<file path="config.mk">
export PLATFORM = sky130hd
export DESIGN_NAME = cache_port_arbiter
export DESIGN_NICKNAME = d
export VERILOG_FILES = /design/src/rtl/cache_port_arbiter.sv
export SDC_FILE = /design/constraint.sdc
export NUM_CORES = 1
export LEC_CHECK = 0
export ABC_AREA = 1
export BUFFER_PORTS_ARGS = -buffer_cell sky130_fd_sc_hd__buf_2
export CAP_MARGIN = 20
export CORE_MARGIN = 10
export CORE_UTILIZATION = 48
export CTS_CLUSTER_DIAMETER = 50
export DETAILED_ROUTE_END_ITERATION = 12
export PLACE_DENSITY = 0.81
export SLEW_MARGIN = 10
export SYNTH_ARGS = -nofsm -noshare
export SYNTH_HDL_FRONTEND = slang
export SYNTH_SLANG_ARGS = --single-unit
</file>
<file path="constraint.sdc">
create_clock -name clock -period 2.6 [get_ports clock]
set_input_delay 0.13 -clock clock [delete_from_list [all_inputs] [get_ports clock]]
set_output_delay 0.13 -clock clock [all_outputs]
set_load 0.02 [all_outputs]
</file>
<file path="src/rtl/cache_port_arbiter.sv">
// Round-robin arbiter that funnels NUM_REQ requesters onto one cacheSystem port.
// Runs one transaction at a time through IDLE -> WAIT -> RELEASE and drives only registered outputs.
module cache_port_arbiter #(
  parameter int unsigned NUM_REQ = 4,
  parameter int unsigned ADDR_W = 16,
  parameter int unsigned DATA_W = 32,
  localparam int unsigned ID_W = $clog2(NUM_REQ)
) (
  input  logic                      clock,
  input  logic                      reset,
  input  logic [NUM_REQ-1:0]        reqValid,
  input  logic [NUM_REQ-1:0]        reqWrite,
  input  logic [NUM_REQ*ADDR_W-1:0] reqAddr,
  input  logic [NUM_REQ*DATA_W-1:0] reqData,
  output logic [NUM_REQ-1:0]        reqDone,
  output logic [DATA_W-1:0]         respData,
  output logic [ID_W-1:0]           grantId,
  output logic                      busy,
  output logic [15:0]               lastLatency,
  output logic [ADDR_W-1:0]         cacheAddr,
  output logic                      cacheEnable,
  output logic                      cacheWrite,
  output logic [DATA_W-1:0]         cacheDataIn,
  input  logic                      cacheComplete,
  input  logic [DATA_W-1:0]         cacheDataOut
);

  localparam int unsigned LAT_W = 16;

  typedef enum logic [1:0] {
    IDLE    = 2'd0,
    WAIT    = 2'd1,
    RELEASE = 2'd2
  } state_t;

  state_t             state, stateNext;
  logic [ID_W-1:0]    rrPtr, rrPtrNext;
  logic [LAT_W-1:0]   latCount, latCountNext;
  logic [NUM_REQ-1:0] reqDoneNext;
  logic [DATA_W-1:0]  respDataNext;
  logic [ID_W-1:0]    grantIdNext;
  logic               busyNext;
  logic [LAT_W-1:0]   lastLatencyNext;
  logic [ADDR_W-1:0]  cacheAddrNext;
  logic               cacheEnableNext;
  logic               cacheWriteNext;
  logic [DATA_W-1:0]  cacheDataInNext;

  logic               anyValid;
  logic [ID_W-1:0]    pick;
  logic [ADDR_W-1:0]  addrArr [NUM_REQ];
  logic [DATA_W-1:0]  dataArr [NUM_REQ];

  for (genvar k = 0; k < NUM_REQ; k++) begin : gUnpack
    assign addrArr[k] = reqAddr[k*ADDR_W +: ADDR_W];
    assign dataArr[k] = reqData[k*DATA_W +: DATA_W];
  end

  // Modular add for requester indices; NUM_REQ need not be a power of two.
  function automatic logic [ID_W-1:0] wrapAdd(input logic [ID_W-1:0] base,
                                               input logic [ID_W-1:0] inc);
    logic [ID_W:0] sum;
    sum = {1'b0, base} + {1'b0, inc};
    if (sum >= (ID_W+1)'(NUM_REQ)) sum = sum - (ID_W+1)'(NUM_REQ);
    return ID_W'(sum);
  endfunction

  // First valid requester at or after rrPtr.
  always_comb begin
    logic [ID_W-1:0] idx;
    anyValid = 1'b0;
    pick     = '0;
    for (int unsigned i = 0; i < NUM_REQ; i++) begin
      idx = wrapAdd(rrPtr, ID_W'(i));
      if (!anyValid && reqValid[idx]) begin
        anyValid = 1'b1;
        pick     = idx;
      end
    end
  end

  always_ff @(posedge clock) begin
    if (reset) begin
      state       <= IDLE;
      rrPtr       <= '0;
      latCount    <= '0;
      reqDone     <= '0;
      respData    <= '0;
      grantId     <= '0;
      busy        <= 1'b0;
      lastLatency <= '0;
      cacheAddr   <= '0;
      cacheEnable <= 1'b0;
      cacheWrite  <= 1'b0;
      cacheDataIn <= '0;
    end else begin
      state       <= stateNext;
      rrPtr       <= rrPtrNext;
      latCount    <= latCountNext;
      reqDone     <= reqDoneNext;
      respData    <= respDataNext;
      grantId     <= grantIdNext;
      busy        <= busyNext;
      lastLatency <= lastLatencyNext;
      cacheAddr   <= cacheAddrNext;
      cacheEnable <= cacheEnableNext;
      cacheWrite  <= cacheWriteNext;
      cacheDataIn <= cacheDataInNext;
    end
  end

  always_comb begin
    stateNext = state;
    case (state)
      IDLE:    if (anyValid) stateNext = WAIT;
      WAIT:    if (cacheComplete) stateNext = RELEASE;
      RELEASE: stateNext = IDLE;
      default: stateNext = IDLE;
    endcase
  end

  // Next values of the registered outputs; RELEASE simply lets reqDone fall.
  always_comb begin
    rrPtrNext       = rrPtr;
    latCountNext    = latCount;
    reqDoneNext     = '0;
    respDataNext    = respData;
    grantIdNext     = grantId;
    lastLatencyNext = lastLatency;
    cacheAddrNext   = cacheAddr;
    cacheEnableNext = cacheEnable;
    cacheWriteNext  = cacheWrite;
    cacheDataInNext = cacheDataIn;
    busyNext        = (stateNext != IDLE);
    case (state)
      IDLE: begin
        if (anyValid) begin
          grantIdNext     = pick;
          rrPtrNext       = wrapAdd(pick, ID_W'(1));
          cacheAddrNext   = addrArr[pick];
          cacheWriteNext  = reqWrite[pick];
          cacheDataInNext = dataArr[pick];
          cacheEnableNext = 1'b1;
          latCountNext    = LAT_W'(1);
        end
      end
      WAIT: begin
        if (cacheComplete) begin
          lastLatencyNext = latCount;
          if (!cacheWrite) respDataNext = cacheDataOut;
          cacheEnableNext = 1'b0;
          reqDoneNext     = NUM_REQ'(1) << grantId;
        end else if (latCount != '1) begin
          latCountNext = latCount + LAT_W'(1);
        end
      end
      default: ;
    endcase
  end

endmodule

</file>
==> out/metrics.cfg, run 1 <==
[timing]
layout_min_cycle_time_ns=2.337
final.setup.tns_ns=0
finalSetupViolCount=0
final_hold_viol_count=0
rsz0062_at_grt=false
clock_skew_ns=0.007941
drv_slew=0
fin_crit_sh_pct=89.89
fmax_mhz=427.9
timing.slew.headroom_pct=38.91
worst_pin_slew_ns=0.9154

[pwr]
p_total_mw=12.39
powerDensity_nw_per_um2=1202
vdd_drop_max_v=0.0005878
p_leak_nw=5.915

[finish]
drive_gt1_share_pct=25.94
final_cell_mix=339 x buf_2, 234 x nand2_1, 224 x nand3_1
fill_cells=1355
final_common_cell=buf_2
final_util_pct=67.07
multi_input_area_um2=3840
regArea_um2=2502
nNetsFinal=1819
synthToLayoutAreaGrowth_pct=35.68

[setup_path]
cp-start-kind=flip-flop
cp_max_fo=47
worstPathArrival_ns=2.65
rr_startpoint=rrPtr[0]
startpoint=rrPtr[0]
reg2reg_depth=13
worstSetupPathType=reg -> reg
cp.required_ns=2.92
cp-end-kind=flip-flop

[hold_path]
holdPathStages=7
min-delay-start=reqData[87]
hold_path_class=in -> reg

[clocking]
clkSinkCount=125
cts.reportedPaths.clkPinSlew_ns=0.06
clk_path_buf_depth=2
cts_buffers=17
cts_htree_levels=4
tritoncts=built
clock_latency_ns=0.41
root_buffer=clkbuf_16

[global_route]
grt_pass1_vias=8686
antenna_found_initial=7
grtUsageTotal_pct=25.66
grt_max_degree=99
grt_pass1_wl_mm=45.42
gr-total-overflow=0

[placed_design]
routabilityCongestion=0.9466
dp_hpwl_mm=21.08
portBuffers=339

[drt]
vias=9201
drtIter0Drc=772
vias_per_cell=5.069
wl_per_cell_um=15.92
drt_pass1_iterations=7
drc=0
antenna_left=0
wirelength_mm=28.89

[synth]
yosysWarnings=0
syn_area_um2=7599
yosys_most_used_dff=dfxtp_1
synth_cell_types=34
ys_async_sr_fraction_pct=0
synth_seq_cells=125
avgSynthCellArea_um2=6.079
synth_edf_count=0
synth-seq-area-share_pct=32.93
synth_top_area_share_pct=32.93
syn_inst=1250
ys_top_cells_by_area=dfxtp_1 33%, nand3_1 15%, nand2_1 12%, inv_1 11%, nor2_1 9.8%
synth_nets=1486
yosys.area.top_type=dfxtp_1

[floorplanning]
die_h_um=145.8
initial_core_util_pct=49.43
rows=45
fp.dieW_um=145.8
core_region_area_um2=15370
fp.dieArea_um2=21260
io_pins=340

[run_status]
outcome=finished clean

[run]
max-cap-violations=0

registers in the layout, indices dropped and copies added (netlist names):
signal	count
reqDone	4
latCount	16
cacheEnable	1
cacheAddr	16
cacheDataIn	32
state	2
cacheWrite	1
grantId	2
busy	1
rrPtr	2
respData	32
lastLatency	16
kinds of logic after synthesis:
family                     Yosys count  synth area share [%]
AOI/OAI and AO/OA                   76                 5.072
xor gates and xnor gates            12                 1.383
adders and majority gates            1                0.1646
buffers and inverters              302                 16.66
DFF                                125                 32.93
and+or+nand+nor                    734                 43.78
layer usage:
| layer | part of all wire, % | vias to the layer above | global-route usage, % |
|---|---|---|---|
| li1 | - | 4524 | - |
| met1 | 39 | 4138 | 29.91 |
| met2 | 48 | 484 | 42.77 |
| met3 | 9.9 | 55 | 7.482 |
| met4 | 2.8 | 0 | 11.12 |
| met5 | 0 | - | 0 |
area by class of cell:
| class | count | area share (%) |
|---|---|---|
| clock buffer | 18 | 4.163 |
| tap | 211 | 2.561 |
| inverter | 225 | 8.216 |
| timing repair buffer | 391 | 21.82 |
| clock inverter | 14 | 1.529 |
| antenna | 8 | 0.1942 |
| multi-input combinational | 823 | 37.25 |
| sequential | 125 | 24.27 |
report_power, final:
part,switching [mW],total [mW],internal (mW),leakage [nW]
clock,0.934,2.36,1.43,0.284
combinational,4.93,7.32,2.38,4.60
sequential,0.297,2.71,2.41,1.03
total,6.16,12.4,6.22,5.91
final timing paths:
check | end | slack, ns
setup / recovery | cacheDataIn[15] | 0.26
hold / removal | cacheDataIn[23] | 0.12
hold reg to reg | lastLatency[4] | 0.46
setup reg to reg | cacheDataIn[15] | 0.26
cells in the mapped netlist, types with 2 or more instances:
cell,number
clkinv_1,2
o21ai_0,39
buf_1,4
nand2_1,234
o21ai_1,2
a21oi_1,33
nand3_2,3
dfxtp_1,125
nand4_1,2
nor3b_1,2
inv_1,217
nand2_2,6
nand2_4,2
inv_2,6
xnor2_1,3
nor2_1,199
nor3_1,5
buf_4,7
xor2_1,9
nand3_1,224
clkbuf_1,26
nand3b_1,49
buf_6,9
nor2_2,2
buf_2,31
worst max-delay path, cell delays in order, from the launching register on:
cell	delay [ns]
dfxtp_1	0.31
inv_1	0.21
nand2_1	0.15
nand3_1	0.13
nand2_2	0.09
nor2_4	0.17
nand3_2	0.12
nand2_4	0.14
buf_4	0.42
nand3b_1	0.15
nand3_1	0.12
nand3_1	0.11
nand2_1	0.08
inv_1	0.04
what timing repair did:
| action | in CTS | in global routing |
|---|---|---|
| hold buffers | 32 | 0 |
| buffers inserted | 0 | 0 |
| setup endpoints to repair | 0 | 17 |
| endpoints found under the hold margin | 32 | 0 |
| resized for setup | 0 | 1 |
per-stage QoR:
step | std cells | setup WS (ns) | hold WS, ns | area (µm²)
2_1_floorplan | 1250 | 0.8170 | 0.2649 | 7599
3_3_place_gp | 1742 | 0.4272 | 0.3490 | 9354
5_1_grt | 1813 | 0.03736 | 0.1472 | 10300
4_1_cts | 1806 | 0.2301 | 0.1029 | 10260
3_5_place_dp | 1742 | 0.2816 | 0.3624 | 9354
6_report | 1815 | 0.2629 | 0.1154 | 10310
No activity file was read; power rests on OpenSTA's default activity.
==> inputs of run 2 (changes only) <==
--- a/config.mk
+++ b/config.mk
@@ -7,12 +7,13 @@
 export LEC_CHECK = 0
 export ABC_AREA = 1
 export BUFFER_PORTS_ARGS = -buffer_cell sky130_fd_sc_hd__buf_2
-export CAP_MARGIN = 20
+export CAP_MARGIN = 5
 export CORE_MARGIN = 10
-export CORE_UTILIZATION = 48
+export CORE_UTILIZATION = 40
 export CTS_CLUSTER_DIAMETER = 50
 export DETAILED_ROUTE_END_ITERATION = 12
-export PLACE_DENSITY = 0.81
+export MAX_ROUTING_LAYER = met4
+export PLACE_DENSITY = 0.7
 export SLEW_MARGIN = 10
 export SYNTH_ARGS = -nofsm -noshare
 export SYNTH_HDL_FRONTEND = slang
==> run 2 against run 1 <==
Total power grew 0.59%. Cell count grew 0.99%. Clock-buffer cell count is the same. Worst hold slack lost 0.011 ns. Maximum frequency grew 3.4%. Sequential power is essentially flat.
==> out/metrics.cfg, run 2 (synthesis results as in run 1) <==
[finish]
synthToLayoutAreaGrowth_pct=36.18  ; was 35.68%
nNetsFinal=1820  ; was 1819
top_regs=cacheDataIn: 32 flops, respData: 32 flops  ; unchanged
fill_cells=1871  ; was 1355
drive_gt1_share_pct=25.99  ; was 25.94%
final_cell_mix=339 x buf_2, 234 x nand2_1, 224 x nand3_1  ; unchanged
final_common_cell=buf_2  ; unchanged

[global_route]
gr-total-overflow=0  ; unchanged
grtUsageTotal_pct=22.41  ; was 25.66%
antenna_found_initial=2  ; was 7
grt_pass1_wl_mm=43.66  ; was 45.42 mm
grt_max_degree=98  ; was 99
grt_pass1_vias=8403  ; was 8686

[drt]
drc=0  ; unchanged
vias=8868  ; was 9201
drt_pass1_iterations=6  ; was 7
antenna_left=0  ; unchanged
drtIter0Drc=571  ; was 772
wl_per_cell_um=15.66  ; was 15.92 µm
vias_per_cell=4.838  ; was 5.069
wirelength_mm=28.70  ; was 28.89 mm

[timing]
fmax_mhz=442.5  ; was 427.9 MHz
setup_slack_ns=0.3400  ; was 0.2629 ns
drv_slew=0  ; unchanged
fin_crit_sh_pct=86.92  ; was 89.89%
finalSetupViolCount=0  ; unchanged
clock_skew_ns=0.007011  ; was 0.007941 ns
layout_min_cycle_time_ns=2.260  ; was 2.337 ns
timing.slew.headroom_pct=36.45  ; was 38.91%
worst_pin_slew_ns=0.9523  ; was 0.9154 ns
final_hold_viol_count=0  ; unchanged
final.setup.tns_ns=0  ; unchanged
rsz0062_at_grt=false  ; unchanged

[floorplanning]
fp.dieW_um=157.8  ; was 145.8 µm
initial_core_util_pct=40.62  ; was 49.43%
fp.dieArea_um2=24910  ; was 21260 µm²
rows=50  ; was 45
core_region_area_um2=18710  ; was 15370 µm²
die_h_um=157.8  ; was 145.8 µm
io_pins=340  ; unchanged

[clocking]
tritoncts=built  ; unchanged
clkSinkCount=125  ; unchanged
cts_htree_levels=4  ; unchanged
hold_buffers=32  ; unchanged
root_buffer=clkbuf_16  ; unchanged
cts.reportedPaths.clkPinSlew_ns=0.06  ; about the same
clk_path_buf_depth=2  ; unchanged
cts_buffers=17  ; unchanged
post_cts.repair.setup_buffers=0  ; unchanged
ctsResizeCount=0  ; unchanged
clock_latency_ns=0.42  ; was 0.41 ns

[setup_path]
ff2ff_setup_slack_ns=0.34  ; was 0.26 ns
cp-end-kind=flip-flop  ; unchanged
cp_max_fo=49  ; was 47
worstPathArrival_ns=2.63  ; was 2.65 ns
cp-start-kind=flip-flop  ; unchanged
critPathCapture=cacheAddr[8]  ; was cacheDataIn[15]
cp.depth=14  ; was 13
max_stage_delay_ns=0.51  ; was 0.42 ns
r2r_end=cacheAddr[8]  ; was cacheDataIn[15]
worstSetupPathType=reg -> reg  ; unchanged
crit_slowest_cell=buf_4  ; unchanged
rr_startpoint=rrPtr[0]  ; unchanged
path_cells=inv_1, nand2_1, nand2_2, nand2_1, nand2_1, nor2_4, nand3_2, nand3_1, nand2_2, buf_4, nand3_1, nand3_1, nand2_1, inv_1  ; was inv_1, nand2_1, nand3_1, nand2_2, nor2_4, nand3_2, nand2_4, buf_4, nand3b_1, nand3_1, nand3_1, nand2_1, inv_1
startpoint=rrPtr[0]  ; unchanged
crit_family=simple AND/OR/NAND/NOR gates  ; unchanged
cp_num_buf_inv=3  ; unchanged
cp.required_ns=2.97  ; was 2.92 ns
crit_top_cell=nand2_1  ; was nand3_1
reg2reg_depth=14  ; was 13

[run_status]
outcome=finished clean  ; unchanged

[run]
max-cap-violations=0  ; unchanged

[pwr]
powerDensity_nw_per_um2=1204  ; was 1202 nW/µm²
p_leak_nw=5.926  ; was 5.915 nW
vdd_drop_max_v=0.001133  ; was 0.0005878 V

[placed_design]
dp_hpwl_mm=20.66  ; was 21.08 mm
post-place-ws_ns=0.3987  ; was 0.2816 ns
routabilityCongestion=0.8542  ; was 0.9466
portBuffers=339  ; unchanged

[hold_path]
hold_path_class=in -> reg  ; unchanged

-- run 2: cell types whose count changed in the layout (fill, tap and decap cells not counted), sizes merged --
cell,delta
diode,-6
bufinv,+1
inv,-2
buf,+1
clkinv,+1
-- run 2: how the worst min path moves through the flow --
stage                                 from             to  slack, ns  cells past startpoint
after floorplan            cacheDataOut[0]    respData[0]       0.26                      2
after global placement    cacheDataOut[29]   respData[29]       0.35                      3
after detailed placement  cacheDataOut[25]   respData[25]       0.36                      3
after CTS                      reqAddr[14]  cacheAddr[14]       0.08                      7
after global routing           reqAddr[43]  cacheAddr[11]       0.11                      7
final                          reqAddr[34]   cacheAddr[2]       0.10                      7
-- run 2: stage by stage --
step	util, %	cells	power [mW]	area, µm²	hold WS, ns
2_1_floorplan	-	1250	8.149	7599	0.2649
3_3_place_gp	50.31	1767	9.855	9410	0.3499
3_5_place_dp	50.31	1767	9.943	9410	0.3567
4_1_cts	55.29	1831	12.53	10340	0.08296
5_1_grt	55.32	1833	13.50	10350	0.1123
6_report	55.32	1833	12.46	10350	0.1043
-- run 2: power breakdown --
group          leakage [nW]  total [mW]  switching [mW]  internal (mW)
Sequential             1.03        2.69           0.277           2.41
Clock                 0.294        2.51           0.977           1.53
Combinational          4.61        7.27            4.86           2.40
Total                  5.93        12.5            6.12           6.34
-- run 2: worst min-delay path, cell delays in order --
cell and delay (ns):
buf_2 0.07, inv_1 0.03, nand2_1 0.05, nand3_1 0.07
nand3_1 0.06, nand2_1 0.04, inv_1 0.04
-- run 2: area by class of cell --
class                   count  area (µm²)  area share, %
clock buffers              18       429.2          4.148
diodes                      2       5.005        0.04837
repair buffers            392        2250          21.74
well taps                 234       292.8          2.830
flip-flops and latches    125        2502          24.18
inverters                 225       845.8          8.174
clock inverters            14       182.7          1.765
multi-input cells         823        3840          37.11
-- run 2: layer usage --
layer | track usage [%] | part of all wire (%) | vias up
met5 | - | 0 | -
met4 | 4.853 | 0.95 | 0
met3 | 6.079 | 9.0 | 21
met2 | 37.60 | 48 | 365
met1 | 26.34 | 42 | 3957
li1 | - | - | 4525
